<file path="config.mk">
export PLATFORM = sky130hd
export DESIGN_NAME = scroll_msg_sequencer_flat
export DESIGN_NICKNAME = d
export VERILOG_FILES = /design/src/rtl/scroll_msg_sequencer_if.sv /design/src/rtl/scroll_msg_sequencer.sv /design/src/flat_wrapper.sv
export SDC_FILE = /design/constraint.sdc
export NUM_CORES = 1
export LEC_CHECK = 0
export CORE_ASPECT_RATIO = 1.2
export CORE_MARGIN = 2
export CORE_UTILIZATION = 58
export CTS_CLUSTER_DIAMETER = 80
export DETAILED_ROUTE_END_ITERATION = 8
export PLACE_DENSITY = 0.81
export SYNTH_ARGS = -nofsm -noshare
export SYNTH_HDL_FRONTEND = slang
export SYNTH_SLANG_ARGS = --single-unit
</file>
<file path="constraint.sdc">
create_clock -name CLOCK_50 -period 21 [get_ports CLOCK_50]
set_input_delay 6.3 -clock CLOCK_50 [delete_from_list [all_inputs] [get_ports CLOCK_50]]
set_output_delay 6.3 -clock CLOCK_50 [all_outputs]
set_load 0.1 [all_outputs]
</file>
<file path="src/rtl/scroll_msg_sequencer_if.sv">
// Symbol load port for the HEX scroll message sequencer.
// load_valid : a symbol is offered this cycle (master -> slave)
// load_sym   : 2-bit symbol code, 00=d 01=E 10=L 11=blank (master -> slave)
// load_ready : sequencer can store another symbol (slave -> master)
interface scroll_msg_sequencer_if;
    logic       load_valid;
    logic [1:0] load_sym;
    logic       load_ready;

    modport master (output load_valid, output load_sym, input load_ready);
    modport slave  (input load_valid, input load_sym, output load_ready);
endinterface

</file>
<file path="src/rtl/scroll_msg_sequencer.sv">
// Loadable, pausable message source for the six-digit HEX scroller.
// Stores up to MAX_LEN 2-bit symbols and presents a six-digit window that
// slides left one position every TICK_COUNT cycles over the message followed
// by three blanks.
// Ports:
//   CLOCK_50  : system clock (rising edge)
//   clr       : synchronous active-high reset
//   load      : symbol load port (valid/ready), slave side
//   start     : begin scrolling the stored message (IDLE only)
//   pause_tog : toggle between scrolling and paused
//   stop      : end scrolling and discard the message
//   busy      : high while scrolling or paused
//   msg_len   : number of stored symbols
//   step      : one-cycle pulse on each window advance
//   win       : digit codes, win[11:10]=HEX5 ... win[1:0]=HEX0
module scroll_msg_sequencer #(
    parameter int unsigned TICK_COUNT = 50000000,
    parameter int unsigned MAX_LEN    = 8
) (
    input  logic                         CLOCK_50,
    input  logic                         clr,
    scroll_msg_sequencer_if.slave        load,
    input  logic                         start,
    input  logic                         pause_tog,
    input  logic                         stop,
    output logic                         busy,
    output logic [3:0]                   msg_len,
    output logic                         step,
    output logic [11:0]                  win
);

    localparam int unsigned TICK_W     = (TICK_COUNT > 1) ? $clog2(TICK_COUNT) : 1;
    localparam int unsigned LEN_W      = 4;
    localparam int unsigned SYM_W      = 2;
    localparam int unsigned NUM_DIGITS = 6;
    localparam int unsigned WIN_W      = NUM_DIGITS * SYM_W;
    localparam int unsigned NUM_BLANKS = 3;
    localparam logic [TICK_W-1:0] TICK_LAST = TICK_W'(TICK_COUNT - 1);
    localparam logic [SYM_W-1:0]  SYM_BLANK = 2'b11;

    typedef enum logic [1:0] {IDLE, SCROLL, PAUSED} state_t;

    state_t             state_q, state_d;
    logic [LEN_W-1:0]   len_d;
    logic [LEN_W-1:0]   offset_q, offset_d;
    logic [TICK_W-1:0]  tick_q, tick_d;
    logic               step_d, busy_d, ready_d;
    logic [WIN_W-1:0]   win_d;
    logic [SYM_W-1:0]   sym_buf_q [MAX_LEN];
    logic [SYM_W-1:0]   sym_buf_d [MAX_LEN];
    logic               wr;
    logic [LEN_W-1:0]   cur_period, new_period, idx;
    logic [SYM_W-1:0]   sym;

    // Period of the stream currently being scrolled (message + blank gap).
    assign cur_period = msg_len + LEN_W'(NUM_BLANKS);

    // Next-state, buffer write and window generation.
    always_comb begin
        state_d   = state_q;
        len_d     = msg_len;
        offset_d  = offset_q;
        tick_d    = tick_q;
        step_d    = 1'b0;
        wr        = 1'b0;
        sym_buf_d = sym_buf_q;
        new_period = '0;
        idx       = '0;
        sym       = SYM_BLANK;
        win_d     = '1;

        case (state_q)
            IDLE: begin
                wr    = load.load_valid && load.load_ready;
                len_d = msg_len + LEN_W'(wr);
                // A symbol accepted alongside start belongs to the message.
                if (start && (len_d != '0)) begin
                    state_d  = SCROLL;
                    offset_d = '0;
                    tick_d   = '0;
                end
            end
            SCROLL: begin
                if (stop) begin
                    state_d = IDLE;
                    len_d   = '0;
                end else if (pause_tog) begin
                    state_d = PAUSED;
                end else if (tick_q == TICK_LAST) begin
                    tick_d   = '0;
                    step_d   = 1'b1;
                    offset_d = (offset_q == cur_period - LEN_W'(1)) ? '0
                                                                    : offset_q + LEN_W'(1);
                end else begin
                    tick_d = tick_q + TICK_W'(1);
                end
            end
            PAUSED: begin
                if (stop) begin
                    state_d = IDLE;
                    len_d   = '0;
                end else if (pause_tog) begin
                    state_d = SCROLL;
                end
            end
            default: state_d = IDLE;
        endcase

        for (int unsigned k = 0; k < MAX_LEN; k++) begin
            if (wr && (msg_len == LEN_W'(k))) sym_buf_d[k] = load.load_sym;
        end

        busy_d  = (state_d != IDLE);
        ready_d = (state_d == IDLE) && (len_d < LEN_W'(MAX_LEN));

        // offset+i is at most P+4 and P >= 4, so two conditional subtracts
        // always bring the index back into 0..P-1.
        if (state_d != IDLE) begin
            new_period = len_d + LEN_W'(NUM_BLANKS);
            for (int unsigned i = 0; i < NUM_DIGITS; i++) begin
                idx = offset_d + LEN_W'(i);
                if (idx >= new_period) idx = idx - new_period;
                if (idx >= new_period) idx = idx - new_period;
                sym = SYM_BLANK;
                for (int unsigned k = 0; k < MAX_LEN; k++) begin
                    if ((idx == LEN_W'(k)) && (LEN_W'(k) < len_d)) sym = sym_buf_d[k];
                end
                win_d[(NUM_DIGITS - 1 - i) * SYM_W +: SYM_W] = sym;
            end
        end
    end

    // State and registered outputs.
    always_ff @(posedge CLOCK_50) begin
        if (clr) begin
            state_q         <= IDLE;
            msg_len         <= '0;
            offset_q        <= '0;
            tick_q          <= '0;
            win             <= '1;
            step            <= 1'b0;
            busy            <= 1'b0;
            load.load_ready <= 1'b1;
        end else begin
            state_q         <= state_d;
            msg_len         <= len_d;
            offset_q        <= offset_d;
            tick_q          <= tick_d;
            win             <= win_d;
            step            <= step_d;
            busy            <= busy_d;
            load.load_ready <= ready_d;
        end
    end

    // Message storage; contents are meaningless until written, so no reset.
    always_ff @(posedge CLOCK_50) begin
        sym_buf_q <= sym_buf_d;
    end

endmodule

</file>
<file path="src/flat_wrapper.sv">
// flat-port wrapper written by rule: the top's interface ports become plain ports
module scroll_msg_sequencer_flat 
#(
    parameter int unsigned TICK_COUNT = 50000000,
    parameter int unsigned MAX_LEN    = 8
)
  (CLOCK_50, clr, start, pause_tog, stop, busy, msg_len, step, win, load_load_valid, load_load_sym, load_load_ready);
  scroll_msg_sequencer_if load_i ();
  input  logic CLOCK_50;
  input  logic clr;
  input  logic start;
  input  logic pause_tog;
  input  logic stop;
  output logic busy;
  output logic [3:0] msg_len;
  output logic step;
  output logic [11:0] win;
  input wire logic [$bits(load_i.load_valid)-1:0] load_load_valid;
  input wire logic [$bits(load_i.load_sym)-1:0] load_load_sym;
  output wire logic [$bits(load_i.load_ready)-1:0] load_load_ready;
  assign load_i.load_valid = load_load_valid;
  assign load_i.load_sym = load_load_sym;
  assign load_load_ready = load_i.load_ready;
  scroll_msg_sequencer #(.TICK_COUNT(TICK_COUNT), .MAX_LEN(MAX_LEN)) u_core (.CLOCK_50(CLOCK_50), .clr(clr), .load(load_i), .start(start), .pause_tog(pause_tog), .stop(stop), .busy(busy), .msg_len(msg_len), .step(step), .win(win));
endmodule
</file>
### After elaboration in Yosys (flattened, before gate mapping)

Index checks and enable logic that the tools add are counted.
Widths: inputs -> output; s select.

| cells by class | value |
|---|---|
| magnitude comparators | 21 |
| reductions and logical operators | 75 |
| muxes and demuxes | 101 |
| divide/modulo/power cells | 0 |
| multipliers | 0 |
| shift-type cells | 0 |
| $add $sub $neg | 23 |
| equal/unequal tests | 56 |
| bitwise gates (word level) | 2 |

Operators by type and width:

| operator | number |
|---|---|
| $mux 2 | 61 |
| $mux 4 | 30 |
| $eq 4x3->1 const B | 28 |
| $mux 26 | 4 |
| $logic_and 1x1->1 | 59 |
| $eq 4x2->1 const B | 14 |
| $pmux 26 s2 | 1 |
| $ge 4x4->1 | 12 |
| $sub 4x4->4 | 12 |
| $eq 4x1->1 const B | 7 |
| $logic_not 4->1 | 7 |
| $add 26x1->26 const B | 1 |
| $eq 26x26->1 const B | 1 |
| $add 4x2->4 const B | 4 |
| $lt 3x4->1 const A | 4 |
| $pmux 4 s2 | 2 |
| $add 4x1->4 const B | 2 |
| $add 4x3->4 const B | 2 |
| $lt 1x4->1 const A | 2 |
| $lt 2x4->1 const A | 2 |
| $pmux 2 s3 | 1 |
| $add 4x1->4 | 1 |
| $eq 4x4->1 | 1 |
| $logic_not 2->1 | 2 |
| 13 further kinds | 18 |

| storage, ports and cells | value |
|---|---|
| latch bits | 0 |
| memory bits (read-only) | 0 |
| flip-flop bits (word level) | 67 |
| memories | 0 |
| input port bits | 8 |
| output and inout port bits | 19 |
| word-level logic and storage cells | 294 |
| bits in writable memories | 0 |

### Depth between registers and ports, before layout

Gate-level depths: netlist (run 1).

| logic depth | value |
|---|---|
| depth in word-level cells | 25 |
| gate-level depth with buffers | 30 |
| gate-level depth less buffers | 30 |

### Least setup slack after synthesis (run 1)

Ideal clock, no wire load.

| path | value |
|---|---|
| path type | input to register |
| start | in load_load_valid |
| end | reg u_core.win[2] |
| setup time | 122 ps |
| path buffers | 1 |
| data required time | 20,878 ps |
| stages | 25 |
| path slack | 8,552 ps |
| arrival | 12,326 ps |
| cells stage by stage | and2_1 ha_1 a22oi_1 inv_1 ha_1 inv_1 fa_1 a21boi_0 o21bai_1 a21o_1 nand2_1 o21ai_0 ha_1 inv_1 fa_1 a21oi_1 o21bai_1 a21oi_1 o21ai_0 a31oi_1 or2_0 clkbuf_1 mux4_2 o22a_1 a311o_1 |

| between the ends | value |
|---|---|
| elaborated cells on any way between the ends | 71 |
| those cells by class | add/sub: 5; order compare: 10; eq/ne: 7; mux: 26; bitwise: 1; reduce/logical: 22 |

RTL lines:

| what | line | RTL |
|---|---|---|
| start, declared | flat_wrapper.sv:18 | `input wire logic [$bits(load_i.load_valid)-1:0] load_load_valid;` |
| $logic_and 1x1->1 (*) | scroll_msg_sequencer.sv:74 | `wr = load.load_valid && load.load_ready;` |
| $add 4x1->4 (*) | scroll_msg_sequencer.sv:75 | `len_d = msg_len + LEN_W'(wr);` |
| $pmux 4 s2 (*) | scroll_msg_sequencer.sv:72 | `case (state_q)` |
| net u_core.len_d[0] | scroll_msg_sequencer.sv:44 | `logic [LEN_W-1:0] len_d;` |
| $add 4x2->4 | scroll_msg_sequencer.sv:119 | `new_period = len_d + LEN_W'(NUM_BLANKS);` |
| $sub 4x4->4 or $ge 4x4->1 (tied branches) | scroll_msg_sequencer.sv:122 | `if (idx >= new_period) idx = idx - new_period;` |
| $mux 4 | scroll_msg_sequencer.sv:122 |  |
| $mux 4 | scroll_msg_sequencer.sv:118 | `if (state_d != IDLE) begin` |
| $sub 4x4->4 or $ge 4x4->1 (tied branches) | scroll_msg_sequencer.sv:123 | `if (idx >= new_period) idx = idx - new_period;` |
| $mux 4 | scroll_msg_sequencer.sv:123 |  |
| $mux 4 | scroll_msg_sequencer.sv:118 |  |
| $logic_not 4->1 | scroll_msg_sequencer.sv:126 | `if ((idx == LEN_W'(k)) && (LEN_W'(k) < len_d)) sym = sym_buf_d[k];` |
| $logic_and 1x1->1 | scroll_msg_sequencer.sv:126 |  |
| $mux 2 (7 in a row) | scroll_msg_sequencer.sv:126 |  |
| $mux 2 (*) | scroll_msg_sequencer.sv:126 |  |
| end signal, assigned | scroll_msg_sequencer.sv:149 | `win <= win_d;` |
| end, declared | scroll_msg_sequencer.sv:29 | `output logic [11:0] win` |

The timed path passes the listed nets; every way through them passes the cells marked *. The select of a mux whose other input is x is not followed.
A chain may end at the register's enable or synchronous reset.

### Worst setup path in the final report (run 1)

| path | value |
|---|---|
| start | in load_load_valid |
| end | reg u_core.win[1] |

| between the ends | value |
|---|---|
| longest elaborated chain between the ends | 23 |
| elaborated cells on any way between the ends | 71 |
| those cells by class | add/sub: 5; order compare: 10; eq/ne: 7; mux: 26; bitwise: 1; reduce/logical: 22 |

Ends and longest elaborated chain:

| what | line | RTL |
|---|---|---|
| $logic_and 1x1->1 (*) | scroll_msg_sequencer.sv:74 |  |
| $add 4x1->4 (*) | scroll_msg_sequencer.sv:75 |  |
| $reduce_bool 4->1 (*) | scroll_msg_sequencer.sv:77 | `if (start && (len_d != '0)) begin` |
| $logic_and 1x1->1 (*) | scroll_msg_sequencer.sv:77 |  |
| $mux 4 (*) | scroll_msg_sequencer.sv:77 |  |
| $pmux 4 s2 (*) | scroll_msg_sequencer.sv:72 |  |
| net u_core.offset_d[2] | scroll_msg_sequencer.sv:45 | `logic [LEN_W-1:0] offset_q, offset_d;` |
| $add 4x3->4 (*) | scroll_msg_sequencer.sv:121 | `idx = offset_d + LEN_W'(i);` |
| [... 2 more ...] | -- |  |
| $mux 4 (*) | scroll_msg_sequencer.sv:118 |  |
| $sub 4x4->4 or $ge 4x4->1 (tied branches) | scroll_msg_sequencer.sv:123 |  |
| $mux 4 (*) | scroll_msg_sequencer.sv:123 |  |
| $mux 4 (*) | scroll_msg_sequencer.sv:118 |  |
| $logic_not 4->1 | scroll_msg_sequencer.sv:126 |  |
| $logic_and 1x1->1 | scroll_msg_sequencer.sv:126 |  |
| $mux 2 (7 in a row) | scroll_msg_sequencer.sv:126 |  |
| $mux 2 (*) | scroll_msg_sequencer.sv:126 |  |

Marked as above.

==> metrics.csv, run 1 <==
stage;metric;value;unit
status;run_status;finished clean;
clock_tree;cts_htree_levels;3;
drt;postRouteAntennaNets;0;
die;coreArea;11600;µm²
worst_setup_path;rr_worst_depth;27;
clock_tree;cts_tree;yes;
logic_synthesis;syn_inst;841;
logic_synthesis;yosysWarnings;0;
clock_tree;root_buffer;clkbuf_16;
timing;post-route-period-util;0.632;
logic_synthesis;synth_ff_type;dfxtp_1;
worst_setup_path;reg2reg_to;u_core.win[1];
hold_path;hold_path.class;reg2reg;
timing;slew_headroom;0.294;
die;start_util;0.595;
timing;hold_violations;0;
die;die_h;123;µm
logic_synthesis;syn_avg_cell_area;8.18;µm²
hold_path;worstHoldStart;u_core.sym_buf_q[10];
timing;rsz0062_at_grt;no;
logic_synthesis;synth_seq_cells;67;
place;placedCellCount;1006;
clock_tree;post_cts_buffers;0;
place;portBuffers;26;
logic_synthesis;synth_top_area_cell;dfxtp_1;
global_routing;grt_first_pass_wirelength;29700;µm
worst_setup_path;r2r_slack;13580;ps
clock_tree;cts_resized;0;
layout;finalNonFillerCells;1022;
clock_tree;clk_pin_slew;60;ps
place;place_ws;7450;ps
layout;antenna_cells;0;
run;drv_cap;0;
global_routing;overflow;0;
clock_tree;clk_latency;340;ps
drt;drt_iter0_markers;606;
drt;vias;6521;
global_routing;grt_use_total;0.295;
worst_setup_path;r2r_start;u_core.msg_len[1];
layout;layout_common_cells;83 x nor2_1, 75 x nand2_1, 67 x dfxtp_1;
worst_setup_path;worstSetupPathType;in2reg;
global_routing;grt_max_degree;20;
drt;dr.pass1.iters;5;
worst_setup_path;crit_path_max_fanout;13;
worst_setup_path;crit_arrival;13480;ps
clock_tree;cts.sinks;67;
timing;slew_viol_final;0;
worst_setup_path;endpoint_kind;flop;
worst_setup_path;critPathRequiredTime;21220;ps
timing;setup_viol;0;
worst_setup_path;cp-start-kind;input port;
layout;syn_to_final_growth;11.0;%
drt;wl;18500;µm
layout;drive_above_1_share;0.0948;
layout;final_nets;936;
global_routing;first_global_vias;6119;
logic_synthesis;synthArstFlopShare;0;
logic_synthesis;netlist.area_leader.share;0.195;
hold_path;hold_end;u_core.sym_buf_q[10];
clock_tree;cts_hold_buffers;0;
logic_synthesis;synth_area;6880;µm²
global_routing;antenna_found_initial;0;
layout;utilization;0.660;
clock_tree;numCtsBuffers;9;
die;rows;43;
drt;drc;0;
timing;worst_slew_pin_slew;1060;ps
logic_synthesis;ys_types;83;
layout;final_common_cell;nor2_1;
logic_synthesis;ys_seq_area_frac;0.195;
logic_synthesis;synthTopCellsByArea;dfxtp_1 19%, ha_1 11%, mux2i_1 5.5%;
clock_tree;cts_buffer_depth;2;
die;die_area;12800;µm²
drt;wl_per_cell;18.1;µm
timing;skew;8.28;ps
timing;tns;0;ps
die;die_w;103;µm
hold_path;hold_depth;1;
worst_setup_path;slowest_stage;o21ai_1;
logic_synthesis;synth_nets;917;
timing;fmax;0.0754;GHz
place;routabilityCongestion;0.995;
die;ioPinCount;27;
timing;final.min_clock_period;13260;ps
logic_synthesis;synth_edf_count;0;
drt;drt-vias-per-instance;6.38;
worst_setup_path;cp_slowest_stage_delay;520;ps
place;dp_hpwl;13600;µm
timing;final.setup.worst_slack;7740;ps
worst_setup_path;path_common_cell;ha_1;
==> synthesized netlist by cell type (4+ instances only) <==
library cell,n
a22oi_1,4
nand2b_1,15
a221oi_1,5
o21ai_1,6
and2_1,8
nor2b_1,5
a21boi_0,6
fa_1,10
nor3_1,18
nor3b_1,4
mux4_2,5
xnor2_1,32
a21oi_1,57
a211oi_1,11
o21a_1,8
buf_2,4
nand2_1,75
nand3b_1,5
nand4b_1,4
mux2_2,23
nand3_1,19
o21ai_0,32
xor2_1,20
dfxtp_1,67
a221o_1,7
o211ai_1,5
a31o_2,4
o21bai_1,12
nand4_1,9
mux2i_1,38
a31oi_1,9
and3_1,6
inv_1,44
ha_1,58
buf_4,4
nor4_1,6
o311ai_0,4
nor2_1,83
a21o_1,18
clkbuf_1,16
==> routing by layer <==
metal | vias to the layer above | GRT usage | share of wire
met5 | - | 0 | 0
met4 | 0 | 0.141 | 0.043
li1 | 3129 | - | -
met2 | 273 | 0.483 | 0.46
met1 | 3064 | 0.379 | 0.43
met3 | 55 | 0.0430 | 0.068
==> cell type report <==
cell class | count | area [µm²]
multi-input combinational | 698 | 5210
fill | 954 | 3930
sequential | 67 | 1340
timing repair buffer | 38 | 350
clock buffer | 10 | 229
tap | 157 | 196
inverter | 46 | 173
clock inverter | 6 | 138
==> state kept, by name, indices dropped and copies added, names as in the netlist <==
register                count
u_core.tick_q              26
u_core.sym_buf_q           16
u_core.win                 12
u_core.msg_len              4
u_core.offset_q             4
u_core.state_q              2
u_core.busy                 1
u_core.load.load_ready      1
u_core.step                 1
==> worst max-delay path: cells and delay by family <==
kind	cells	cell delay, ps
compound gates	10	3050
buf+inv	4	740
xor+xnor	2	370
simple gates	5	780
fa+ha+maj	6	1560
mux	3	660
==> kinds of logic (layout without fill, tap and decap cells) <==
| kind of cell | count (synthesis) | after routing | share of synthesized area |
|---|---|---|---|
| AOI/OAI and AO/OA | 229 | 229 | 0.239 |
| xor gates and xnor gates | 53 | 53 | 0.0696 |
| buffers and inverters | 76 | 100 | 0.0476 |
| adders and majority gates | 68 | 68 | 0.135 |
| and+or+nand+nor | 282 | 282 | 0.205 |
| DFF | 67 | 67 | 0.195 |
| muxes | 66 | 66 | 0.109 |
==> through the flow <==
stage	area (µm²)	hold slack, ps
CTS	7640	480
floorplan	6880	443
global route	7640	498
detailed placement	7270	465
global placement	7270	456
finish	7640	480
==> worst max path at each step <==
stage | slack, ps | cells after the start | startpoint | end
after floorplan | 8550 | 25 | load_load_valid | u_core.win[2]
after global placement | 7630 | 28 | load_load_valid | u_core.win[8]
after detailed placement | 7450 | 25 | load_load_valid | u_core.win[4]
after CTS | 7810 | 30 | load_load_valid | u_core.win[1]
after global routing | 7170 | 30 | load_load_valid | u_core.win[1]
final | 7740 | 30 | load_load_valid | u_core.win[1]
Power of run 1 is left out: the tool's default activity adds up to more than one toggle a clock period on the data nets, which glitch-free logic cannot reach.
==> run 2: changes to the inputs <==
- clock period: 21 -> 12.4 ns (I/O delays scaled with it)
==> run 2 against run 1 <==
  * Register-to-register slack worse by 8700 ps
  * Clock skew increased by 3.3 ps
  * Critical path depth shrank 2
  * Die area is the same
  * Via count up 0.29%
  * First-iteration DRC count up 20%
  * Non-clock buffer count is the same
  * Global-route usage up 0.44 points
==> metrics.csv, run 2 (same netlist as run 1, synthesis figures left out) <==
stage;metric;value;unit;change
layout;largest-register;u_core.tick_q;;
worst_setup_path;rr_worst_depth;26;;-3.7%
clock_tree;clk_latency;340;ps;about the same
timing;setup_viol;0;;unchanged
die;die_h;123;µm;unchanged
die;ioPinCount;27;;unchanged
clock_tree;cts.sinks;67;;unchanged
timing;slew_headroom;0.250;;-0.0435
layout;largest_reg_flops;26;;unchanged
hold_path;worstHoldStart;u_core.sym_buf_q[10];;
layout;antenna_cells;0;;unchanged
clock_tree;cts_buffer_depth;2;;unchanged
layout;utilization;0.660;;unchanged
worst_setup_path;crit_arrival;11090;ps;-2390 ps
global_routing;grt_max_degree;20;;unchanged
drt;wl;18600;µm;+0.84%
worst_setup_path;worstSetupPathType;in2reg;;
clock_tree;root_buffer;clkbuf_16;;
worst_setup_path;r2r_start;u_core.msg_len[0];;
place;dp_hpwl;13700;µm;+1.1%
layout;largestRegisters;u_core.tick_q (26), u_core.sym_buf_q (16), u_core.win (12);;
worst_setup_path;r2r_slack;4930;ps;-8650 ps
layout;fill_cells;978;;+2.5%
clock_tree;cts_hold_buffers;0;;unchanged
timing;holdWs;474;ps;-5.48 ps
drt;dr.pass1.iters;6;;+1
timing;fmax;0.0920;GHz;
timing;post-route-period-util;0.876;;
die;coreArea;11600;µm²;unchanged
worst_setup_path;cp-startpoint;load_load_valid;;
global_routing;first_global_vias;6107;;-0.20%
drt;drt_iter0_markers;729;;+20%
global_routing;grt_use_total;0.300;;+0.00438
die;die_area;12800;µm²;unchanged
drt;wl_per_cell;18.2;µm;+0.84%
die;die_w;103;µm;unchanged
hold_path;hold_depth;1;;unchanged
global_routing;antenna_found_initial;0;;unchanged
layout;final_nets;936;;unchanged
layout;final_common_cell;nor2_1;;
worst_setup_path;crit_path_max_fanout;13;;unchanged
timing;rsz0062_at_grt;no;;
drt;vias;6540;;+0.29%
run;drv_cap;0;;unchanged
drt;postRouteAntennaNets;0;;unchanged
clock_tree;cts_tree;yes;;
drt;drt-vias-per-instance;6.40;;+0.29%
clock_tree;cts_htree_levels;3;;unchanged
clock_tree;post_cts_buffers;0;;unchanged
clock_tree;clk_pin_slew;60;ps;about the same
hold_path;hold_path.class;reg2reg;;
layout;regArea;1340;µm²;unchanged
drt;drc;0;;unchanged
global_routing;grt_first_pass_wirelength;30100;µm;+1.4%
layout;drive_above_1_share;0.0948;;unchanged
die;rows;43;;unchanged
clock_tree;cts_resized;0;;unchanged
die;start_util;0.595;;unchanged
timing;hold_violations;0;;unchanged
timing;skew;11.5;ps;+3.27 ps
timing;slew_viol_final;0;;unchanged
global_routing;overflow;0;;unchanged
place;portBuffers;26;;unchanged
status;run_status;finished clean;;
worst_setup_path;reg2reg_to;u_core.win[2];;
layout;syn_to_final_growth;11.0;%;unchanged
worst_setup_path;endpoint_kind;flop;;
layout;multi_input_area;5210;µm²;unchanged
place;routabilityCongestion;0.967;;-2.8%
worst_setup_path;cp-start-kind;input port;;
hold_path;hold_end;u_core.sym_buf_q[10];;
clock_tree;numCtsBuffers;9;;unchanged
timing;tns;0;ps;unchanged
worst_setup_path;critPathRequiredTime;12620;ps;-8600 ps
timing;final.min_clock_period;10870;ps;
layout;layout_common_cells;83 x nor2_1, 75 x nand2_1, 67 x dfxtp_1;;
timing;worst_slew_pin_slew;1120;ps;+61.1 ps
## run 2: cell counts in the layout (fill, tap and decap cells not counted)
No cell type changed its count.
## run 2: per-layer routing
metal,vias up,wire [µm],global-route usage
met1,2995,7550,0.384
met5,-,0,0
met2,329,8570,0.487
met3,74,1650,0.0509
met4,0,873,0.141
li1,3142,-,-
## run 2: layout make-up
type	instances	share of cell area
Clock buffer	10	0.0300
Clock inverter	6	0.0180
Inverter	46	0.0226
Multi-Input combinational cell	698	0.682
Sequential cell	67	0.176
Tap cell	157	0.0257
Timing Repair Buffer	38	0.0459
## run 2: worst max path at each step
stage / endpoint / slack [ps]
finish: u_core.win[2] / 1530
detailed placement: u_core.win[4] / 1430
global route: u_core.win[2] / 950
CTS: u_core.win[4] / 1750
global placement: u_core.win[4] / 1640
floorplan: u_core.win[2] / 2530
## run 2: worst max-delay path, stage by stage
cell and delay, ps:
clkdlybuf4s50_1 420, and2_1 170, ha_1 210, ha_1 290, nor2_1 160, a41oi_2 210, o21ai_2 600, o21ai_1 190
nand2_1 310, inv_1 250, fa_1 490, a21boi_0 160, o21bai_1 220, a21o_1 250, nand2_1 70, o21ai_0 90
ha_1 170, inv_1 60, fa_1 410, a21oi_1 130, o21bai_1 70, a21oi_1 520, o21ai_0 190, a31oi_1 360
or2_0 310, mux4_2 540, o22a_1 210, a311o_1 310
## run 2: through the flow
step	std cells	cell area [µm²]	setup slack [ps]
6_report	1022	7640	1530
5_1_grt	1022	7640	948
4_1_cts	1022	7640	1750
3_5_place_dp	1006	7270	1430
3_3_place_gp	1006	7270	1640
2_1_floorplan	841	6880	2530
Power of run 2 is left out for the same reason.
